**src/rtl/glove_coord_scheduler.sv**
```systemverilog
// glove_coord_scheduler: per-period sequencer for the glove pixel-to-mm datapath.
// Time-shares one converter across four axis jobs and commits results atomically.
module glove_coord_scheduler #(
    parameter int UPDATE_PERIOD = 210937,
    parameter int TIMEOUT       = 255,
    parameter int INIT_X1       = 2000,
    parameter int INIT_X2       = 8000,
    parameter int INIT_Y        = 2000
) (
    input  logic        clk,
    input  logic        reset,
    input  logic [9:0]  rel_glove1x,
    input  logic [9:0]  rel_glove1y,
    input  logic [9:0]  rel_glove2x,
    input  logic [9:0]  rel_glove2y,
    input  logic        glove_valid,
    output logic        conv_start,
    output logic [9:0]  conv_in,
    output logic        conv_axis,
    input  logic        conv_done,
    input  logic [15:0] conv_result,
    output logic [15:0] glob_glove1x,
    output logic [15:0] glob_glove1y,
    output logic [15:0] glob_glove2x,
    output logic [15:0] glob_glove2y,
    output logic        coords_valid,
    output logic        busy,
    output logic        timeout_err,
    output logic        overrun_err
);

    localparam int CW = (UPDATE_PERIOD > 1) ? $clog2(UPDATE_PERIOD) : 1;
    localparam logic [CW-1:0] PER_LAST = CW'(UPDATE_PERIOD - 1);
    localparam logic [7:0] TO_LAST = 8'(TIMEOUT - 1);

    typedef enum logic [1:0] {
        S_IDLE,
        S_ISSUE,
        S_WAIT
    } state_t;

    state_t        r_state;
    logic [CW-1:0] r_cnt;
    logic [1:0]    r_job;
    logic [7:0]    r_to;
    logic [9:0]    r_snap_g1y;
    logic [9:0]    r_snap_g2x;
    logic [9:0]    r_snap_g2y;
    logic [15:0]   r_sh_g1x;
    logic [15:0]   r_sh_g1y;
    logic [15:0]   r_sh_g2x;
    logic          w_tick;
    logic [9:0]    w_next_in;

    assign w_tick = (r_cnt == '0);
    assign busy   = (r_state != S_IDLE);

    always_ff @(posedge clk or posedge reset) begin
        if (reset) begin
            r_cnt <= PER_LAST;
        end else if (w_tick) begin
            r_cnt <= PER_LAST;
        end else begin
            r_cnt <= r_cnt - 1'b1;
        end
    end

    // Glove1 x goes straight from the input port, so only jobs 1..3 need a snapshot.
    always_comb begin
        case (r_job)
            2'd0:    w_next_in = r_snap_g1y;
            2'd1:    w_next_in = r_snap_g2x;
            default: w_next_in = r_snap_g2y;
        endcase
    end

    always_ff @(posedge clk or posedge reset) begin
        if (reset) begin
            r_state      <= S_IDLE;
            r_job        <= 2'd0;
            r_to         <= 8'd0;
            r_snap_g1y   <= 10'd0;
            r_snap_g2x   <= 10'd0;
            r_snap_g2y   <= 10'd0;
            r_sh_g1x     <= 16'd0;
            r_sh_g1y     <= 16'd0;
            r_sh_g2x     <= 16'd0;
            conv_start   <= 1'b0;
            conv_in      <= 10'd0;
            conv_axis    <= 1'b0;
            glob_glove1x <= 16'(INIT_X1);
            glob_glove1y <= 16'(INIT_Y);
            glob_glove2x <= 16'(INIT_X2);
            glob_glove2y <= 16'(INIT_Y);
            coords_valid <= 1'b0;
            timeout_err  <= 1'b0;
            overrun_err  <= 1'b0;
        end else begin
            conv_start   <= 1'b0;
            coords_valid <= 1'b0;
            if (w_tick && (r_state != S_IDLE)) begin
                overrun_err <= 1'b1;
            end
            case (r_state)
                S_IDLE: begin
                    if (w_tick && glove_valid) begin
                        r_snap_g1y <= rel_glove1y;
                        r_snap_g2x <= rel_glove2x;
                        r_snap_g2y <= rel_glove2y;
                        r_job      <= 2'd0;
                        conv_in    <= rel_glove1x;
                        conv_axis  <= 1'b0;
                        conv_start <= 1'b1;
                        r_state    <= S_ISSUE;
                    end
                end
                S_ISSUE: begin
                    r_to    <= 8'd0;
                    r_state <= S_WAIT;
                end
                S_WAIT: begin
                    if (conv_done) begin
                        if (r_job != 2'd3) begin
                            case (r_job)
                                2'd0:    r_sh_g1x <= conv_result;
                                2'd1:    r_sh_g1y <= conv_result;
                                default: r_sh_g2x <= conv_result;
                            endcase
                            r_job      <= r_job + 2'd1;
                            conv_in    <= w_next_in;
                            conv_axis  <= ~r_job[0];
                            conv_start <= 1'b1;
                            r_state    <= S_ISSUE;
                        end else begin
                            glob_glove1x <= r_sh_g1x;
                            glob_glove1y <= r_sh_g1y;
                            glob_glove2x <= r_sh_g2x;
                            glob_glove2y <= conv_result;
                            coords_valid <= 1'b1;
                            r_state      <= S_IDLE;
                        end
                    end else if (r_to == TO_LAST) begin
                        timeout_err <= 1'b1;
                        r_state     <= S_IDLE;
                    end else begin
                        r_to <= r_to + 8'd1;
                    end
                end
                default: r_state <= S_IDLE;
            endcase
        end
    end

endmodule

```
**config.mk**
```make
export PLATFORM = sky130hd
export DESIGN_NAME = glove_coord_scheduler
export DESIGN_NICKNAME = d
export VERILOG_FILES = /design/src/rtl/glove_coord_scheduler.sv
export SDC_FILE = /design/constraint.sdc
export NUM_CORES = 1
export LEC_CHECK = 0
export ABC_AREA = 1
export CAP_MARGIN = 25
export CORE_MARGIN = 2
export CORE_UTILIZATION = 30
export CTS_BUF_LIST = sky130_fd_sc_hd__clkbuf_4 sky130_fd_sc_hd__clkbuf_8 sky130_fd_sc_hd__clkbuf_16
export CTS_CLUSTER_DIAMETER = 100
export DETAILED_ROUTE_END_ITERATION = 8
export HOLD_SLACK_MARGIN = 0.12
export PLACE_DENSITY = 0.57
export SLEW_MARGIN = 20
export SYNTH_ARGS = -nofsm -noshare
export SYNTH_HDL_FRONTEND = slang
export SYNTH_SLANG_ARGS = --single-unit
export TNS_END_PERCENT = 100
```
**constraint.sdc**
```tcl
create_clock -name clk -period 10.5 [get_ports clk]
set_clock_uncertainty 0.05 [all_clocks]
set_input_delay 1.05 -clock clk [delete_from_list [all_inputs] [get_ports clk]]
set_output_delay 1.05 -clock clk [all_outputs]
set_load 0.005 [all_outputs]
```
## Yosys cells after proc, flatten, opt, wreduce, memory -nomap -nowiden

Index checks and enable logic that the tools add are counted.

- Register bits after elaboration: 187
- Bits of input ports: 60
- Output and inout bits: 80
- Logic and storage cells: 85

- $add $sub $neg: 3
- Equality and inequality tests: 11
- Multiplexer cells: 29
- Bitwise operators: 4
- Reduce and logical (&&, ||, !) cells: 18

Operator list:

| cell | number |
|---|---|
| $pmux 10 s2 | 2 |
| $mux 10 | 3 |
| $logic_not 18->1 | 1 |
| $mux 18 | 1 |
| $sub 18x1->18 const B | 1 |
| $mux 8 | 2 |
| $pmux 8 s2 | 1 |
| $reduce_and 4->1 | 4 |
| $mux 2 | 6 |
| $ne 2x2->1 const B | 6 |
| $mux 1 | 10 |
| $reduce_and 3->1 | 3 |
| $add 8x1->8 const B | 1 |
| $eq 8x8->1 const B | 1 |
| $pmux 2 s3 | 1 |
| $reduce_bool 2->1 | 3 |
| $eq 2x1->1 const B | 2 |
| $logic_not 2->1 | 2 |
| $not 1->1 | 4 |
| $pmux 1 s2 | 2 |
| $pmux 2 s2 | 1 |
| $reduce_and 2->1 | 2 |
| $ne 3x3->1 const B | 1 |
| $add 2x1->2 const B | 1 |
| 3 further kinds | 4 |

## Logic depth before layout (Yosys ltp)

Gate-level depths: netlist of the first run.

- Depth in word-level cells: 5
- Mapped depth: 10
- Depth with buffers taken out: 10

## Least setup slack after synthesis of the first run

OpenSTA, ideal clock, no wires.

- Path type: input port to flip-flop
- Start: in conv_done
- End: reg r_sh_g2x[13]
- Library setup time: 0.131 ns
- Data arrival time: 1.812 ns
- Data required time: 10.319 ns
- Path slack: 8.508 ns
- Cell stages on the path: 6
- Path buffers: 1
- Cells stage by stage: inv_1 > nor2_1 > nand4_1 > clkbuf_1 > nand2_1 > o21ai_0

- Word-level cells in the longest chain between the ends: 1

Ends and longest elaborated chain:

| item | RTL line | RTL |
|---|---|---|
| start, declared | 20 | `input logic conv_done,` |
| $reduce_and 4->1 (no source line) | - |  |
| end signal, assigned | 127 | `default: r_sh_g2x <= conv_result;` |
| end, declared | 51 | `logic [15:0] r_sh_g2x;` |

Every way passes these cells.
A chain may end at the register's enable or synchronous reset.

## Final worst setup path of the first run

- Start: reg r_state[1]
- End: out busy

- Word-level cells in the longest chain between the ends: 1

Ends and longest elaborated chain:

| item | RTL line | RTL |
|---|---|---|
| start, declared | 42 | `state_t r_state;` |
| start signal, assigned | 79 | `r_state <= S_IDLE;` |
| start signal, assigned | 114 | `r_state <= S_ISSUE;` |
| start signal, assigned | 119 | `r_state <= S_WAIT;` |
| $reduce_bool 2->1 | 56 | `assign busy = (r_state != S_IDLE);` |
| end, declared | 27 | `output logic busy,` |

Every way passes these cells.

==> flow_metrics.py, run 1 <==
metrics = {
    "status": {
        "status": "finished clean",
    },
    "global_route": {
        "grt_busiest_layer": "met2",
        "grt_pass1_wl_mm": 32.8,
        "met2_usage_pct": 22.7,
        "gr-usage-met1_pct": 20.7,
        "grt_pass1_vias": 6137,
        "grt_max_degree": 113,
        "grt_usage_pct": 14.8,
        "antenna_found_initial": 0,
        "met3_usage_pct": 4.18,
        "overflow": 0,
    },
    "layout": {
        "fillers": 2591,
        "mostFrequentLayoutCell": "nand2_1",
        "final_nets": 1105,
        "drive_gt1_share_pct": 8.66,
        "fin_cells": 1386,
        "areaGrowthSynthToFinish_pct": 29.2,
        "mostFrequentLayoutCells": "319 x nand2_1, 150 x dfrtp_1, 139 x clkdlybuf4s50_1",
        "antenna_cells": 0,
    },
    "floorplanning": {
        "die-width_um": 167,
        "start_util_pct": 30.6,
        "core_area_um2": 26100,
        "die_h_um": 167,
        "rows": 59,
        "dieArea_um2": 27900,
        "ios": 140,
    },
    "yosys": {
        "yosysWarnings": 0,
        "ys_types": 32,
        "synthArstFlopShare_pct": 100,
        "synth_edf_count": 0,
        "syn_nets": 982,
        "syn_area_per_cell_um2": 8.72,
        "ys_seq_elements": 186,
        "ys.flop_type": "dfrtp_1",
        "synth_area_um2": 7980,
        "synthCells": 915,
        "seq_area_frac_synth_pct": 58.9,
    },
    "drt": {
        "num_vias": 6278,
        "drtAntennaViolNets": 0,
        "wire_per_inst_um": 14.5,
        "drc": 0,
        "wirelength_mm": 20.1,
        "viasPerCell": 4.53,
        "drt_pass1_iterations": 5,
        "drt_iter0_drc": 420,
    },
    "worst_setup_path": {
        "critPathKind": "reg -> out",
        "worstSetupEndpointType": "output pin",
        "start_kind": "register",
        "arrival_ps": 2020,
        "critPathMaxFanout": 35,
        "cp.required_ps": 9400,
    },
    "power": {
        "switching_share_pct": 28.6,
        "p_sw_mw": 0.658,
        "pwr-share-comb_pct": 24.2,
        "power.total_mw": 2.30,
        "power.share.clock_pct": 30.7,
        "peakVddDrop_v": 0.000104,
        "leakage_nw": 4.85,
        "power_frac_seq_pct": 45.1,
        "powerDensity_nw_per_um2": 223,
        "power.internal_mw": 1.64,
    },
    "clock_network": {
        "clk_latency_ps": 430,
        "htreeDepth": 4,
        "cts_setup_buffers": 0,
        "cts_hold_buf": 0,
        "cts_root_buffer": "clkbuf_16",
        "numCtsBuffers": 17,
        "numClockSinks": 186,
        "path_clk_slew_ps": 70,
        "clock_path_buffers": 2,
        "cts_tree": "done",
        "cts_resized": 0,
    },
    "placement": {
        "gp_congestion": 0.770,
        "placed_cells_incl_taps": 1353,
        "portBuffers": 139,
        "hpwlAfterDp_mm": 14.1,
    },
    "sta": {
        "finalHoldViolCount": 0,
        "worstMarginPinSlew_ps": 1020,
        "setup_tns_ps": 0,
        "drv_slew": 0,
        "fin_crit_sh_pct": 29.7,
        "max-slew-margin-rel_pct": 32.3,
        "final.min_clock_period_ps": 3120,
        "setup_viol": 0,
        "clock.fmax_mhz": 321,
        "rsz0062_at_grt": "no",
    },
    "run": {
        "drv_cap": 0,
    },
    "hold_path": {
        "hold_path_class": "reg -> reg",
    },
}
==> cell type report <==
type                    instances  area, um2  area share, %
inverters                      92        350           3.40
multi-input cells             595       2730           26.5
clock inverters                11        186           1.81
flip-flops and latches        186       4700           45.6
clock buffers                  21        462           4.48
repair buffers                146       1460           14.1
well taps                     335        419           4.07
==> worst paths after layout <==
check                            from               end  slack, ps  cells after the start
setup reg to reg           r_state[0]      r_sh_g1x[11]       8140                      6
setup / recovery           r_state[1]              busy       7380                      4
min in group asynchronous       reset  glob_glove1y[14]        980                      2
hold / removal               r_cnt[0]          r_cnt[0]        420                      1
max in group asynchronous       reset         r_cnt[11]       8150                      3
hold reg to reg              r_cnt[0]          r_cnt[0]        420                      1
==> synth_stat cells (2+ instances only) <==
master	count	area (um2)
buf_2	16	80.1
buf_4	3	22.5
buf_6	3	33.8
clkbuf_1	19	71.3
dfrtp_1	150	3750
dfstp_2	36	946
ha_1	7	87.6
inv_1	90	338
nand2_1	319	1200
nand2_2	3	18.8
nand3_1	40	200
nand4_1	35	219
nor2_1	46	173
nor2_2	5	31.3
o21ai_0	109	546
o21ai_1	7	35.0
o21bai_1	2	15.0
o22ai_1	3	18.8
xnor2_1	3	26.3
xor2_1	7	61.3
==> logic make-up after synthesis <==
group                    count (synthesis)  synth area share [%]
XOR/XNOR                                10                  1.10
flip-flops                             186                  58.9
AND/OR/NAND/NOR                        454                  23.9
AO/OA/AOI/OAI                          124                  7.97
adder cells (fa/ha/maj)                  7                  1.10
buffers and inverters                  134                  6.98
==> through the flow <==
step	util [%]	cell area (um2)	setup WS, ps	hold slack, ps
after floorplan	-	7980	4400	375
after global placement	36.9	9630	7070	402
after detailed placement	37.0	9640	6970	406
after CTS	39.5	10300	7400	422
after global routing	39.5	10300	7290	443
final	39.5	10300	7380	420
==> per-layer routing <==
layer	share of wire, %	vias to the layer above	wire length (um)
met1	48	2969	9730
met5	0	-	0
met3	6.0	15	1220
li1	-	3138	-
met2	45	156	9020
met4	0.75	0	151
==> sequential cells by signal, indices dropped and copies added, names as in the netlist, 16 cells and up <==
register	flops
glob_glove1y	16
r_sh_g1y	16
r_sh_g1x	16
glob_glove2x	16
glob_glove2y	16
r_sh_g2x	16
r_cnt	18
glob_glove1x	16
==> power by group through the flow <==
stage	registers [mW]	clock network, mW	logic (mW)
final	1.04	0.706	0.557
after global routing	1.06	0.751	0.630
after CTS	1.04	0.722	0.568
after detailed placement	1.05	0	0.566
after global placement	1.05	0	0.552
after floorplan	1.03	0	0.232
==> critical path, stage by stage, from the launching register on <==
cell             delay (ps)
dfrtp_1                 440
nor2_2                  110
buf_4                   360
inv_1                   180
clkdlybuf4s50_1         490
No activity file was read; power rests on OpenSTA's default activity.
==> run 2, diff against run 1 <==
Settings changed: PLACE_DENSITY 0.57 to 0.59.
Clock period 10.5 ns to 2.5 ns, I/O delays scaled along.
==> run 2 against run 1 <==
  * Critical path type is now reg -> reg
  * Register-to-register slack got worse by 7700 ps
  * Highest routed layer unchanged
  * Hold slack lost 210 ps
  * Global-route usage is 0.22 points lower
  * Clock power rose to 3.7 times the previous value
  * Design area rose by 0.55%
==> flow_metrics.py, run 2 (synthesis results as in run 1) <==
metrics = {
    "floorplanning": {
        "start_util_pct": 30.6,
        "rows": 59,
        "die-width_um": 167,
        "core_area_um2": 26100,
        "dieArea_um2": 27900,
        "die_h_um": 167,
        "ios": 140,
    },
    "global_route": {
        "grt_usage_pct": 14.6,
        "overflow": 0,
        "grt_pass1_wl_mm": 32.5,
        "antenna_found_initial": 0,
        "grt_pass1_vias": 6154,
        "grt_max_degree": 113,
    },
    "worst_setup_path": {
        "path_common_cell": "nand2_2",
        "critPathMaxFanout": 32,
        "critPathSlowestCell": "dfrtp_1",
        "critPathKind": "reg -> reg",
        "max_stage_delay_ps": 390,
        "cp_cell_sequence": "inv_1 > nand2_2 > inv_2 > nand2_2 > nor2_2 > buf_4 > o21ai_0",
        "start_kind": "register",
        "worstSetupEndpointType": "register",
        "path_delay_family": "buffers and inverters",
        "cp.required_ps": 2740,
        "arrival_ps": 2350,
        "cp_num_buf_inv": 3,
    },
    "placement": {
        "gp_congestion": 0.796,
        "portBuffers": 139,
        "hpwlAfterDp_mm": 14.6,
        "placed_cells_incl_taps": 1364,
    },
    "clock_network": {
        "cts_hold_buf": 0,
        "numCtsBuffers": 17,
        "clk_latency_ps": 430,
        "path_clk_slew_ps": 70,
        "clock_path_buffers": 2,
        "cts_setup_buffers": 0,
        "cts_tree": "done",
        "cts_root_buffer": "clkbuf_16",
        "cts_resized": 0,
        "htreeDepth": 4,
        "numClockSinks": 186,
    },
    "layout": {
        "multi_input_area_um2": 2730,
        "fillers": 2640,
        "areaGrowthSynthToFinish_pct": 29.9,
        "largest_reg_flops": 18,
        "largest-register": "r_cnt",
        "mostFrequentLayoutCell": "nand2_1",
        "antenna_cells": 0,
        "drive_gt1_share_pct": 9.52,
        "fin_cells": 1396,
        "mostFrequentLayoutCells": "319 x nand2_1, 150 x dfrtp_1, 139 x clkdlybuf4s50_1",
        "final_nets": 1115,
        "final-seq-area_um2": 4700,
    },
    "power": {
        "switching_share_pct": 29.8,
        "power.internal_mw": 6.52,
        "power_frac_seq_pct": 47.0,
        "leakage_nw": 4.89,
        "peakVddDrop_v": 0.000494,
        "power.share.clock_pct": 28.1,
        "p_sw_mw": 2.76,
        "powerDensity_nw_per_um2": 896,
        "pwr-share-comb_pct": 24.9,
    },
    "sta": {
        "final.min_clock_period_ps": 2110,
        "setup_viol": 0,
        "rsz0062_at_grt": "no",
        "setup_tns_ps": 0,
        "max-slew-margin-rel_pct": 56.9,
        "worstMarginPinSlew_ps": 646,
        "finalHoldViolCount": 0,
        "clock.fmax_mhz": 475,
        "hold_slack_ps": 213,
        "fin_crit_sh_pct": 84.3,
        "drv_slew": 0,
    },
    "drt": {
        "wire_per_inst_um": 14.2,
        "drc": 0,
        "viasPerCell": 4.50,
        "drtAntennaViolNets": 0,
        "drt_iter0_drc": 335,
        "drt_pass1_iterations": 5,
        "num_vias": 6285,
        "wirelength_mm": 19.8,
    },
    "status": {
        "status": "finished clean",
    },
    "run": {
        "drv_cap": 0,
    },
    "hold_path": {
        "hold_path_class": "in -> async",
    },
}
==> run 2: changes by cell type in the layout (fill, tap and decap cells not counted), moves of 3 or more <==
cell       delta
buf_4         +6
bufinv_16     -4
clkbuf_4      -3
buf_12        +6
inv_6         +5
==> run 2: worst paths after layout <==
kind	from	depth (start not counted)	slack [ps]	endpoint
hold reg to reg	glob_glove2x[6]	2	420	glob_glove2x[6]
hold / removal	reset	2	210	r_sh_g1y[2]
min in group clk	rel_glove2x[2]	3	340	r_snap_g2x[2]
setup / recovery	r_state[0]	7	390	r_sh_g1y[0]
setup reg to reg	r_state[0]	7	390	r_sh_g1y[0]
max in group asynchronous	reset	3	1500	r_cnt[3]
==> run 2: final cells by class <==
class                           count  share of cell area, %
Multi-Input combinational cell    595                   26.3
Timing Repair Buffer              156                   15.4
Tap cell                          335                   4.05
Clock buffer                       19                   4.37
Sequential cell                   186                   45.4
Clock inverter                     13                   1.15
Inverter                           92                   3.37
==> run 2: power groups by stage <==
stage	sequential (mW)	clock [mW]	combinational, mW
after floorplan	4.34	0	0.975
after global placement	4.41	0	2.32
after detailed placement	4.42	0	2.35
after CTS	4.37	2.69	2.36
after global routing	4.47	2.80	2.60
final	4.36	2.60	2.31
==> run 2: stage by stage <==
step	area (um2)	setup WS (ps)	util [%]	power [mW]
floorplan	7980	-163	-	5.31
global placement	9790	347	37.6	6.73
detailed placement	9790	316	37.6	6.77
CTS	10400	349	39.8	9.43
global route	10400	138	39.8	9.87
finish	10400	393	39.8	9.28
==> run 2: metal layers <==
layer / part of all wire (%) / vias up / GRT usage, %
met5: 0 / - / 0
met4: 0.81 / 0 / 3.86
met3: 4.9 / 15 / 2.97
met2: 45 / 152 / 22.6
met1: 49 / 2951 / 20.7
li1: - / 3167 / -
==> run 3, diff against run 2 <==
Clock period 2.5 ns to 1.8 ns, I/O delays scaled along.
==> run 3 against run 2 <==
  * Register-to-register slack worse by 270 ps
  * Global-route usage up 0.47 points
  * Sequential cell count unchanged
  * Utilization up 0.97 points
  * Clock power increased by 43%
==> flow_metrics.py, run 3 (synthesis results as in run 1) <==
metrics = {
    "status": {
        "status": "finished clean",
    },
    "layout": {
        "final-seq-area_um2": 4700,
        "fillers": 2611,
        "multi_input_area_um2": 2800,
        "largest-register": "r_cnt",
        "post-route-util_pct": 40.7,
        "final_nets": 1132,
        "drive_gt1_share_pct": 12.0,
        "fin_area_um2": 10600,
        "mostFrequentLayoutCell": "nand2_1",
        "areaGrowthSynthToFinish_pct": 33.1,
        "mostFrequentLayoutCells": "317 x nand2_1, 148 x dfrtp_1, 138 x clkdlybuf4s50_1",
        "antenna_cells": 0,
        "largest_reg_flops": 18,
    },
    "placement": {
        "place_ws_ps": 49.6,
        "gp_congestion": 0.788,
        "hpwlAfterDp_mm": 14.6,
        "portBuffers": 139,
        "placed_area_um2": 9880,
    },
    "global_route": {
        "grt_usage_pct": 15.0,
        "overflow": 0,
        "grt_max_degree": 76,
        "antenna_found_initial": 0,
        "grt_pass1_vias": 6230,
        "grt_pass1_wl_mm": 33.5,
    },
    "worst_setup_path": {
        "cp_cell_sequence": "clkdlybuf4s50_1",
        "cp.required_ps": 1570,
        "critPathKind": "reg -> out",
        "critPathSlowestCell": "dfstp_2",
        "path_delay_family": "flip-flops",
        "start_kind": "register",
        "max_stage_delay_ps": 550,
        "critPathMaxFanout": 2,
        "cp_num_buf_inv": 1,
        "worstSetupEndpointType": "output pin",
        "arrival_ps": 1480,
    },
    "hold_path": {
        "hold_path_class": "in -> async",
    },
    "drt": {
        "drt_pass1_iterations": 5,
        "route.met2.wl_mm": 9.59,
        "wl_met1_mm": 9.66,
        "viasPerCell": 4.53,
        "met3_length_mm": 1.22,
        "num_vias": 6398,
        "wirelength_mm": 20.6,
        "highest_layer": "met4",
        "drt_iter0_drc": 437,
        "wire_per_inst_um": 14.6,
        "drtAntennaViolNets": 0,
        "drc": 0,
    },
    "floorplanning": {
        "start_util_pct": 30.6,
        "dieArea_um2": 27900,
        "ios": 140,
        "die-width_um": 167,
        "die_h_um": 167,
        "core_area_um2": 26100,
        "rows": 59,
    },
    "sta": {
        "setup_viol": 0,
        "hold_slack_ps": 158,
        "clock.fmax_mhz": 586,
        "fin_crit_sh_pct": 94.9,
        "finalWorstSetupSlack_ps": 92.1,
        "drv_slew": 0,
        "finalHoldViolCount": 0,
        "max-slew-margin-rel_pct": 60.2,
        "worstMarginPinSlew_ps": 595,
        "final.min_clock_period_ps": 1710,
        "rsz0062_at_grt": "no",
        "setup_tns_ps": 0,
    },
    "power": {
        "peakVddDrop_v": 0.000566,
        "leakage_nw": 4.97,
        "powerDensity_nw_per_um2": 1230,
    },
    "clock_network": {
        "path_clk_slew_ps": 70,
        "clk_latency_ps": 420,
        "numCtsBuffers": 17,
        "clock_path_buffers": 2,
        "cts_root_buffer": "clkbuf_16",
        "numClockSinks": 186,
        "htreeDepth": 4,
        "cts_tree": "done",
    },
    "run": {
        "drv_cap": 0,
    },
}
## run 3: changes by cell type in the layout (fill, tap and decap cells not counted), sizes merged, moves of 2 or more
cell / before / now
clkbuf: 19 / 22
buf: 17 / 30
inv: 99 / 97
nand3: 42 / 44
## run 3: per-layer routing
| metal | vias to the layer above | track usage [%] |
|---|---|---|
| met4 | 0 | 2.70 |
| met3 | 10 | 4.30 |
| met5 | - | 0 |
| met2 | 160 | 23.5 |
| li1 | 3198 | - |
| met1 | 3030 | 21.0 |
## run 3: worst paths after layout
check	slack [ps]	cells past startpoint	to	start
hold reg to reg	400	1	r_cnt[0]	r_cnt[0]
setup reg to reg	120	9	r_snap_g2x[2]	r_cnt[14]
setup / recovery	90	1	glob_glove2y[10]	glob_glove2y[10]
hold / removal	160	3	glob_glove1y[2]	reset
min in group clk	260	3	r_snap_g1y[6]	rel_glove1y[6]
max in group asynchronous	1090	3	glob_glove2x[12]	reset
## run 3: per-stage QoR
step | instances | total power, mW
detailed placement | 1375 | 9.44
floorplan | 915 | 7.38
global placement | 1375 | 9.34
global route | 1413 | 14.0
CTS | 1407 | 13.2
finish | 1413 | 13.1
## run 3: power by group
part           total [mW]  leakage, nW  switching (mW)  internal, mW
sequential           6.05         2.32           0.614          5.44
combinational        3.30         2.37            1.53          1.77
clock                3.71        0.281            1.69          2.03
## run 3: cell type report
class,instances,share of cell area [%]
Inverter,92,3.29
Sequential cell,186,44.3
Tap cell,335,3.95
Timing Repair Buffer,171,16.6
Multi-Input combinational cell,597,26.3
Clock inverter,12,1.23
Clock buffer,20,4.28
## run 3: repair_timing
item,CTS,global route
hold buffers,0,0
resized for setup,2,15
cloned,0,4
buffers inserted,0,2
pin swaps,0,2
endpoints found under the setup margin,1,91
hold endpoints to repair,0,0
